File: config.mk
export PLATFORM = sky130hd
export DESIGN_NAME = map_dispatcher
export DESIGN_NICKNAME = d
export VERILOG_FILES = /design/src/rtl/map_dispatcher.sv
export SDC_FILE = /design/constraint.sdc
export NUM_CORES = 1
export LEC_CHECK = 0
export ABC_CLOCK_PERIOD_IN_PS = 2700
export BUFFER_PORTS_ARGS = -buffer_cell sky130_fd_sc_hd__buf_2
export CAP_MARGIN = 20
export CORE_AREA = 2 2 160 84
export CTS_CLUSTER_DIAMETER = 100
export DETAILED_ROUTE_END_ITERATION = 16
export DIE_AREA = 0 0 162 86
export PLACE_DENSITY_LB_ADDON = 0.05
export SETUP_SLACK_MARGIN = 0.05
export SLEW_MARGIN = 20
export SYNTH_ARGS = -nofsm -noshare
export SYNTH_HDL_FRONTEND = slang
export SYNTH_SLANG_ARGS = --single-unit
File: constraint.sdc
create_clock -name clock -period 2.7 [get_ports clock]
set_input_delay 0.54 -clock clock [delete_from_list [all_inputs] [get_ports clock]]
set_output_delay 0.54 -clock clock [all_outputs]
set_load 0.01 [all_outputs]
File: src/rtl/map_dispatcher.sv
// Map dispatcher: queues idle mapper requests round-robin into an ID FIFO
// and hands each source point to the oldest queued mapper with a grant pulse.
//
// Point handshake: a point transfers ("fire") in any cycle where
// point_ready_out and point_valid_in are both 1. point_ready_out is purely
// combinational and never depends on point_valid_in. The source may hold or
// change point_data_in freely while point_ready_out is 0.
module map_dispatcher #(
  parameter int NUM_MAPPERS = 4,
  parameter int IDX_BITS    = 2,
  parameter int DIMENSION   = 2,
  parameter int PRECISION   = 16,
  parameter int COUNT_WIDTH = 16
) (
  input  logic                           clock,
  input  logic                           reset,
  input  logic                           start,
  input  logic [COUNT_WIDTH-1:0]         num_points,
  input  logic [DIMENSION*PRECISION-1:0] point_data_in,
  input  logic                           point_valid_in,
  output logic                           point_ready_out,
  input  logic [NUM_MAPPERS-1:0]         request,
  output logic [NUM_MAPPERS-1:0]         queued,
  output logic [NUM_MAPPERS-1:0]         grant,
  output logic [DIMENSION*PRECISION-1:0] value_data_out,
  output logic                           busy,
  output logic                           job_done,
  output logic [COUNT_WIDTH-1:0]         dispatched_count
);

  typedef enum logic [1:0] {
    IDLE     = 2'd0,
    DISPATCH = 2'd1,
    DONE     = 2'd2
  } state_t;

  state_t                 state;
  state_t                 state_next;
  logic [COUNT_WIDTH-1:0] target;

  // Queued mapper IDs in arrival order; one slot per mapper is enough
  // because a mapper with pending set is never queued again.
  logic [IDX_BITS-1:0]    fifo_mem [NUM_MAPPERS];
  logic [IDX_BITS-1:0]    head;
  logic [IDX_BITS-1:0]    tail;
  logic [IDX_BITS:0]      fifo_count;
  logic [IDX_BITS-1:0]    fifo_head;

  logic [NUM_MAPPERS-1:0] pending;
  logic [IDX_BITS-1:0]    rr_ptr;
  logic [IDX_BITS-1:0]    cand;
  logic [IDX_BITS-1:0]    sel_idx;
  logic                   sel_found;
  logic [NUM_MAPPERS-1:0] push_mask;
  logic [NUM_MAPPERS-1:0] pop_mask;
  logic                   fire;
  logic                   last_fire;

  // Round-robin pick of one requesting, not-yet-pending mapper, starting at rr_ptr.
  always_comb begin
    sel_found = 1'b0;
    sel_idx   = '0;
    cand      = '0;
    for (int k = 0; k < NUM_MAPPERS; k++) begin
      cand = IDX_BITS'((int'(rr_ptr) + k) % NUM_MAPPERS);
      if (!sel_found && request[cand] && !pending[cand]) begin
        sel_found = 1'b1;
        sel_idx   = cand;
      end
    end
  end

  // Handshake and one-hot push/pop masks.
  always_comb begin
    fifo_head       = fifo_mem[head];
    point_ready_out = (state == DISPATCH) && (fifo_count != '0) &&
                      (dispatched_count < target);
    fire            = point_ready_out && point_valid_in;
    last_fire       = fire && ((dispatched_count + COUNT_WIDTH'(1)) == target);
    push_mask       = sel_found ? (NUM_MAPPERS'(1) << sel_idx) : '0;
    pop_mask        = fire ? (NUM_MAPPERS'(1) << fifo_head) : '0;
  end

  // Next-state logic and state-decoded outputs.
  always_comb begin
    state_next = state;
    case (state)
      IDLE:     if (start) state_next = (num_points != '0) ? DISPATCH : DONE;
      DISPATCH: if (last_fire) state_next = DONE;
      DONE:     state_next = IDLE;
      default:  state_next = IDLE;
    endcase
    busy     = (state == DISPATCH);
    job_done = (state == DONE);
  end

  // State register.
  always_ff @(posedge clock or posedge reset) begin
    if (reset) state <= IDLE;
    else       state <= state_next;
  end

  // FIFO storage; contents are don't-care while the pointers say empty.
  always_ff @(posedge clock) begin
    if (sel_found) fifo_mem[tail] <= sel_idx;
  end

  // FIFO pointers, pending mask and round-robin pointer.
  always_ff @(posedge clock or posedge reset) begin
    if (reset) begin
      head       <= '0;
      tail       <= '0;
      fifo_count <= '0;
      pending    <= '0;
      rr_ptr     <= '0;
    end else begin
      pending <= (pending | push_mask) & ~pop_mask;
      if (sel_found) begin
        tail   <= (tail == IDX_BITS'(NUM_MAPPERS - 1)) ? '0 : tail + 1'b1;
        rr_ptr <= (sel_idx == IDX_BITS'(NUM_MAPPERS - 1)) ? '0 : sel_idx + 1'b1;
      end
      if (fire) head <= (head == IDX_BITS'(NUM_MAPPERS - 1)) ? '0 : head + 1'b1;
      case ({sel_found, fire})
        2'b10:   fifo_count <= fifo_count + 1'b1;
        2'b01:   fifo_count <= fifo_count - 1'b1;
        default: fifo_count <= fifo_count;
      endcase
    end
  end

  // Job counters, pulse outputs and the registered point bus.
  always_ff @(posedge clock or posedge reset) begin
    if (reset) begin
      target           <= '0;
      dispatched_count <= '0;
      queued           <= '0;
      grant            <= '0;
      value_data_out   <= '0;
    end else begin
      queued <= push_mask;
      grant  <= pop_mask;
      if (state == IDLE && start) begin
        target           <= num_points;
        dispatched_count <= '0;
      end else if (fire) begin
        dispatched_count <= dispatched_count + COUNT_WIDTH'(1);
      end
      if (fire) value_data_out <= point_data_in;
    end
  end

endmodule

-- Word-level counts from Yosys, hierarchy flattened
Memories as Yosys holds them, arrays and structs flattened.
Index checks and enable logic that the tools add are counted.
- muxes and demuxes: 38
- bitwise logic cells: 3
- magnitude comparators: 5
- reductions and logical operators: 25
- equality and inequality tests: 10
- shifts and indexed selects: 2
- add/sub/neg operators: 9
- operators by type and width (operator ; number):
    two-way mux 16 bit ; 2
    two-way mux 2 bit ; 10
    adder 16 x 1 -> 16 bit (second input constant) ; 1
    binary-select mux 1 bit (select 2 bit) ; 8
    == test 16 bit ; 1
    less-than comparator 16 bit ; 1
    nonzero test 16 bit ; 1
    two-way mux 1 bit ; 14
    logical AND 1 bit ; 12
    less-than comparator 2 x 3 -> 1 bit (second input constant) ; 4
    == test 2 bit (second input constant) ; 5
    adder 2 x 1 -> 2 bit (second input constant) ; 4
    two-way mux 4 bit ; 2
    left shift 1 x 2 -> 4 bit (first input constant) ; 2
    logical NOT 1 bit ; 7
    one-hot mux 3 bit (2 select lines) ; 1
    adder 2 bit (second input constant) ; 2
    bitwise AND 4 bit ; 1
    == test 2 x 1 -> 1 bit (second input constant) ; 2
    inverter 4 bit ; 1
    bitwise OR 4 bit ; 1
    one-hot mux 2 bit (2 select lines) ; 1
    nonzero test 2 bit ; 2
    adder 3 x 1 -> 3 bit (second input constant) ; 1
    other kinds (6) ; 6
- register bits after elaboration: 87
- logic and storage cells: 104
- memories kept: 1
- memory bits (writable): 8
- output and inout bits: 59
- input port bits: 56
- memory list (name ; words ; bits a word ; rd ports ; clocked after Yosys merged registers in ; write ports ; line ; RTL):
    fifo_mem ; 4 ; 2 ; 1 ; 0 ; 1 ; 43 ; logic [IDX_BITS-1:0] fifo_mem [NUM_MAPPERS];

-- Depth between registers and ports, before layout
- word-level depth: 21
- depth in mapped cells: 14

-- Least setup slack after synthesis
OpenSTA, ideal clock, no wires.
- path kind: register to register
- from: reg dispatched_count[15]
- to: reg fifo_count[2]
- arrival time: 2.927 ns
- setup time: 0.079 ns
- stages on the path, launching flop included: 14
- required time: 2.621 ns
- setup slack: -0.306 ns
- cell sequence: dfrtp_1 ha_1 a21oi_1 o2111ai_1 a211oi_2 nand2_1 inv_2 clkbuf_1 ha_1 inv_1 fa_1 xor2_1 nor2_1 xor2_1
- longest elaborated chain between the ends: 5
- elaborated cells on any way between the ends: 7
- classes of those cells: order compare (1); eq/ne (2); mux (1); reduce/logical (3)
- RTL lines (what ; line ; RTL):
    start: declaration ; 28 ; output logic [COUNT_WIDTH-1:0] dispatched_count
    start signal: assignment ; 146 ; dispatched_count <= dispatched_count + COUNT_WIDTH'(1);
    less-than comparator 16 bit * ; 77 ; (dispatched_count < target);
    logical AND 1 bit * ; 76 ; point_ready_out = (state == DISPATCH) && (fifo_count != '0) &&
    logical AND 1 bit * ; 78 ; fire = point_ready_out && point_valid_in;
    named net fire ; 56 ; logic fire;
    == test 2 x 1 -> 1 bit / == test 2 bit (equally long branches) ; 123 ; case ({sel_found, fire})
    one-hot mux 3 bit (2 select lines) / nonzero test 2 bit (equally long branches) ; - ;
    end signal: assignment ; 124 ; 2'b10: fifo_count <= fifo_count + 1'b1;
    end signal: assignment ; 125 ; 2'b01: fifo_count <= fifo_count - 1'b1;
    end signal: assignment ; 126 ; default: fifo_count <= fifo_count;
    end: declaration ; 46 ; logic [IDX_BITS:0] fifo_count;
Mark *: on every way through the listed nets, which the timed path passes. The rest lies on a longest branch.
A chain may end at the register's enable or synchronous reset.

-- Worst setup path after layout
- from: reg target[14]
- to: out point_ready_out
- longest elaborated chain between the ends: 2
- RTL lines (what ; line ; RTL):
    start: declaration ; 39 ; logic [COUNT_WIDTH-1:0] target;
    start signal: assignment ; 143 ; target <= num_points;
    less-than comparator 16 bit ; 77 ;
    logical AND 1 bit ; 76 ;
    end: declaration ; 21 ; output logic point_ready_out,
No other way between the ends.

==> Implementation_results.wiki <==
{| class="wikitable"
! Metric !! Value
|-
| Outcome || finished clean
|-
| LEAKAGE || between 0.003 and 0.004 µW
|-
| Worst Tran Pin Value || between 0.7 and 0.8 ns
|-
| Number of buffers on the longest clock path || 2
|-
| Seq cells post-synth || 95
|-
| Die ar. || 13930 µm²
|-
| Crit-path slowest cell || sky130_fd_sc_hd__dfrtp_1
|-
| Number of endpoints failing setup at the final stage || 0
|-
| Ports placed on the boundary || between 100 and 150
|-
| Die outline height || 86 µm
|-
| Number of DRC markers in iteration 0 || 374
|-
| Wirelength per Cell || 16.74 µm
|-
| Final HPWL DP || ~11000 µm
|-
| Post-Syn Instances || 537
|-
| Number of max-cap violations || 0
|-
| # diodes || 0
|-
| Clock network fraction of design power || 20.9%
|-
| Final Worst Setup Slack || approximately 0.098 ns
|-
| Maximum level of the CTS H-tree || 3
|-
| Summed area of non-filler cells in the final layout || between 6000 and 7000 µm²
|-
| Sequential share of power || a little under two fifths
|-
| Placer Congestion || 0.8476
|-
| Hold-fix buffer count after cts || 0
|-
| Total Power || roughly 6000 µW
|-
| Classification of the worst setup path || reg2out
|-
| Fin crit period || 2.602 ns
|-
| Endpoint class of the critical path || primary output
|-
| Chain of cells forming the critical path || inv_1 > ha_4 > and4_4 > o211ai_1 > o21bai_2 > buf_4 > and2_1 > buf_2
|-
| Post-Syn Area per Cell || just over 9 µm²
|-
| Unique cell type count in the Yosys netlist || 54
|-
| Internal power consumption || roughly 3700 µW
|-
| Number of sinks driven by the clock tree || 95
|-
| Vias/cell || approximately 5.1
|-
| Core Rows || 29
|-
| Commonest non-fill, non-tap cells in the layout || 138 x sky130_fd_sc_hd__nand2_1, 114 x sky130_fd_sc_hd__buf_2, 86 x sky130_fd_sc_hd__dfrtp_1
|-
| Total grt overflow || 0
|-
| Maximum fanout along the worst path || 2
|-
| Fraction of layout cells with a size suffix above 1 || 29.80%
|-
| Prevailing post-synth register cell || sky130_fd_sc_hd__dfrtp_1
|-
| Fin. Hold Viols || 0
|-
| Total Neg Setup Slack || 0 ns
|-
| PortBufs || roughly 110
|-
| Required arrival time at the worst endpoint || 2.16 ns
|-
| Most common library cell in the layout ignoring fill and taps || sky130_fd_sc_hd__nand2_1
|-
| Core region area || 12410 µm²
|-
| Worst clock skew || 0.005813 ns
|-
| Post-route DRC violation count || 0
|-
| Unrepaired setup endpoints after global routing || false
|-
| Crit share post-route || a little under 100%
|-
| Mapped cell area || just under 5000 µm²
|-
| Yosys warnings || 0
|-
| Total clock buffers created by CTS || 9
|-
| Number of global-route vias before repair || about 4000
|-
| Post-synth EDFFs || 8
|-
| Max Fclk || ~0.38 GHz
|-
| Power Density || between 900 and 1000 nW/µm²
|-
| Later-pin clock latency in the skew report || about 0.34 ns
|-
| Post-Route WL || about 14000 µm
|-
| Final Slew Violations || 0
|-
| Router iterations before antenna repair || 5
|-
| Post-layout utilization of the core || about half
|-
| Clk root buf || sky130_fd_sc_hd__clkbuf_16
|-
| Overall fraction of global-route tracks in use || 20.96%
|-
| Via Count || between 4000 and 5000
|-
| Maximum number of pins on one net before global-route repair || 70
|-
| Async set or reset register ratio after synthesis || 91.58%
|-
| Clock input transition at the sequential cells of the worst setup and hold paths || 0.07 ns
|-
| Number of antenna violations at the first check in global routing || 0
|-
| Combinational fraction of design power || roughly two fifths
|-
| Pre-CTS setup slack || 0.002274 ns
|-
| Global-route wire length before repair || 22370 µm
|-
| Syn_nets || about 620
|-
| Nets || roughly 770
|-
| Sequential share of the synthesized area || between 40% and 50%
|-
| Clock tree from TritonCTS || built
|-
| Routed Antenna Nets || 0
|-
| Worst Path Buf+Inv || 3
|-
| Tightest Hold Check Type || in2async
|-
| Area added between synthesis and finish || 29.57%
|-
| Worst-case headroom to the max-slew limit || 51.87%
|-
| Reported net switching power || between 2000 and 2500 µW
|-
| CP startpoint kind || register
|-
| Post-detailed-placement cell area || between 5000 and 6000 µm²
|-
| Worst voltage drop across the vdd grid || around 0.51 mV
|-
| Sw Share || between 30% and 40%
|-
| Worst EP arrival || just over 2 ns
|-
| Top cell family by delay on the critical path || buffers and inverters
|-
| Die Span X || 162 µm
|-
| FILL cells || ~1200
|-
| Maximum single-stage delay on the critical path || roughly 0.35 ns
|-
| Initial Utilization || between 30% and 40%
|}
## state kept, by name, indices dropped and copies added, names as in the netlist, 3 cells and up
name	cells
pending	4
fifo_count	3
grant	4
fifo_mem	8
target	16
value_data_out	32
queued	4
dispatched_count	16
## power by group through the flow
stage	Clock, µW	Sequential [µW]	Combinational, µW
after detailed placement	0	2320	2330
after floorplan	0	2390	1330
after global placement	0	2290	2300
after global routing	1350	2350	2780
after CTS	1290	2290	2400
final	1250	2290	2470
## worst register-to-register path, stage by stage (launching register included)
cell                        delay (ns)
sky130_fd_sc_hd__dfrtp_1          0.39
sky130_fd_sc_hd__inv_2            0.08
sky130_fd_sc_hd__ha_4             0.21
sky130_fd_sc_hd__a21oi_2          0.15
sky130_fd_sc_hd__o2111ai_2        0.18
sky130_fd_sc_hd__a211oi_4         0.29
sky130_fd_sc_hd__nand2_2          0.14
sky130_fd_sc_hd__inv_4            0.10
sky130_fd_sc_hd__ha_4             0.13
sky130_fd_sc_hd__inv_1            0.05
sky130_fd_sc_hd__fa_2             0.33
sky130_fd_sc_hd__xor2_1           0.14
sky130_fd_sc_hd__nor2_1           0.13
sky130_fd_sc_hd__xor2_1           0.15
## Yosys cell counts, types with 3 or more instances
| library cell | number | share of area [%] |
|---|---|---|
| sky130_fd_sc_hd__a21oi_1 | 18 | 1.8 |
| sky130_fd_sc_hd__inv_1 | 29 | 2.2 |
| sky130_fd_sc_hd__nand3_1 | 11 | 1.1 |
| sky130_fd_sc_hd__o31ai_1 | 9 | 1.4 |
| sky130_fd_sc_hd__o41ai_1 | 3 | 0.53 |
| sky130_fd_sc_hd__xnor2_1 | 11 | 2.0 |
| sky130_fd_sc_hd__nand2b_1 | 3 | 0.38 |
| sky130_fd_sc_hd__nor3b_1 | 3 | 0.46 |
| sky130_fd_sc_hd__clkbuf_1 | 20 | 1.5 |
| sky130_fd_sc_hd__dfrtp_1 | 87 | 44 |
| sky130_fd_sc_hd__a31oi_1 | 3 | 0.38 |
| sky130_fd_sc_hd__nand2_1 | 139 | 11 |
| sky130_fd_sc_hd__edfxtp_1 | 8 | 4.9 |
| sky130_fd_sc_hd__xor2_1 | 12 | 2.1 |
| sky130_fd_sc_hd__ha_1 | 27 | 6.9 |
| sky130_fd_sc_hd__or3_1 | 3 | 0.38 |
| sky130_fd_sc_hd__nor3_1 | 8 | 0.81 |
| sky130_fd_sc_hd__and4_1 | 3 | 0.53 |
| sky130_fd_sc_hd__o21ai_0 | 39 | 4.0 |
| sky130_fd_sc_hd__nor2_1 | 29 | 2.2 |
| sky130_fd_sc_hd__and2_1 | 11 | 1.4 |
| sky130_fd_sc_hd__nor2b_1 | 6 | 0.76 |
| sky130_fd_sc_hd__nor4_1 | 9 | 1.1 |
| sky130_fd_sc_hd__and3_1 | 7 | 0.89 |
| sky130_fd_sc_hd__nand4_1 | 5 | 0.64 |
## final cells by class
| class | count | area [µm²] | area share (%) |
|---|---|---|---|
| flip-flops and latches | 95 | 2419 | 37.89 |
| multi-input cells | 388 | 2417 | 37.87 |
| repair buffers | 159 | 924.6 | 14.49 |
| clock buffers | 10 | 239.0 | 3.744 |
| well taps | 170 | 212.7 | 3.333 |
| inverters | 30 | 118.9 | 1.862 |
| clock inverters | 6 | 51.30 | 0.8038 |
## cells by family after synthesis
kind of cell    Yosys count  share of synthesized area, %
flops                    95                         49.07
xor+xnor                 23                         4.089
mux                       4                         1.321
fa+ha+maj                28                         7.264
buf+inv                  54                         4.242
simple gates            246                         23.37
compound gates           87                         10.64
## worst paths after layout
| check | end | cells after the start | start | slack [ns] |
|---|---|---|---|---|
| min reg2reg | fifo_count[2] | 1 | fifo_count[2] | 0.45 |
| max in group asynchronous | dispatched_count[13] | 3 | reset | 1.75 |
| min in group clock | value_data_out[2] | 3 | point_data_in[2] | 0.38 |
| min | value_data_out[10] | 2 | reset | 0.23 |
| max | point_ready_out | 8 | target[14] | 0.1 |
| max reg2reg | fifo_count[2] | 13 | target[15] | 0.16 |
## metal layers
| metal | GRT usage [%] | up-vias | share of wire, % |
|---|---|---|---|
| met4 | 3.620 | 0 | 0.63 |
| met5 | 0 | - | 0 |
| met2 | 26.19 | 156 | 37 |
| met1 | 35.33 | 2107 | 54 |
| li1 | - | 2106 | - |
| met3 | 5.077 | 10 | 8.1 |
## through the flow
step | hold slack [ns] | cells
floorplan | 0.4336 | 537
global placement | 0.4517 | 837
detailed placement | 0.4518 | 837
CTS | 0.2364 | 856
global route | 0.2489 | 858
finish | 0.2338 | 858
## what timing repair did
action | in CTS | in global routing
setup endpoints to repair | 15 | 6
resized for setup | 7 | 17
setup buffers | 3 | 2
pin swaps | 2 | 6
Power figures use the tool's default switching activity.
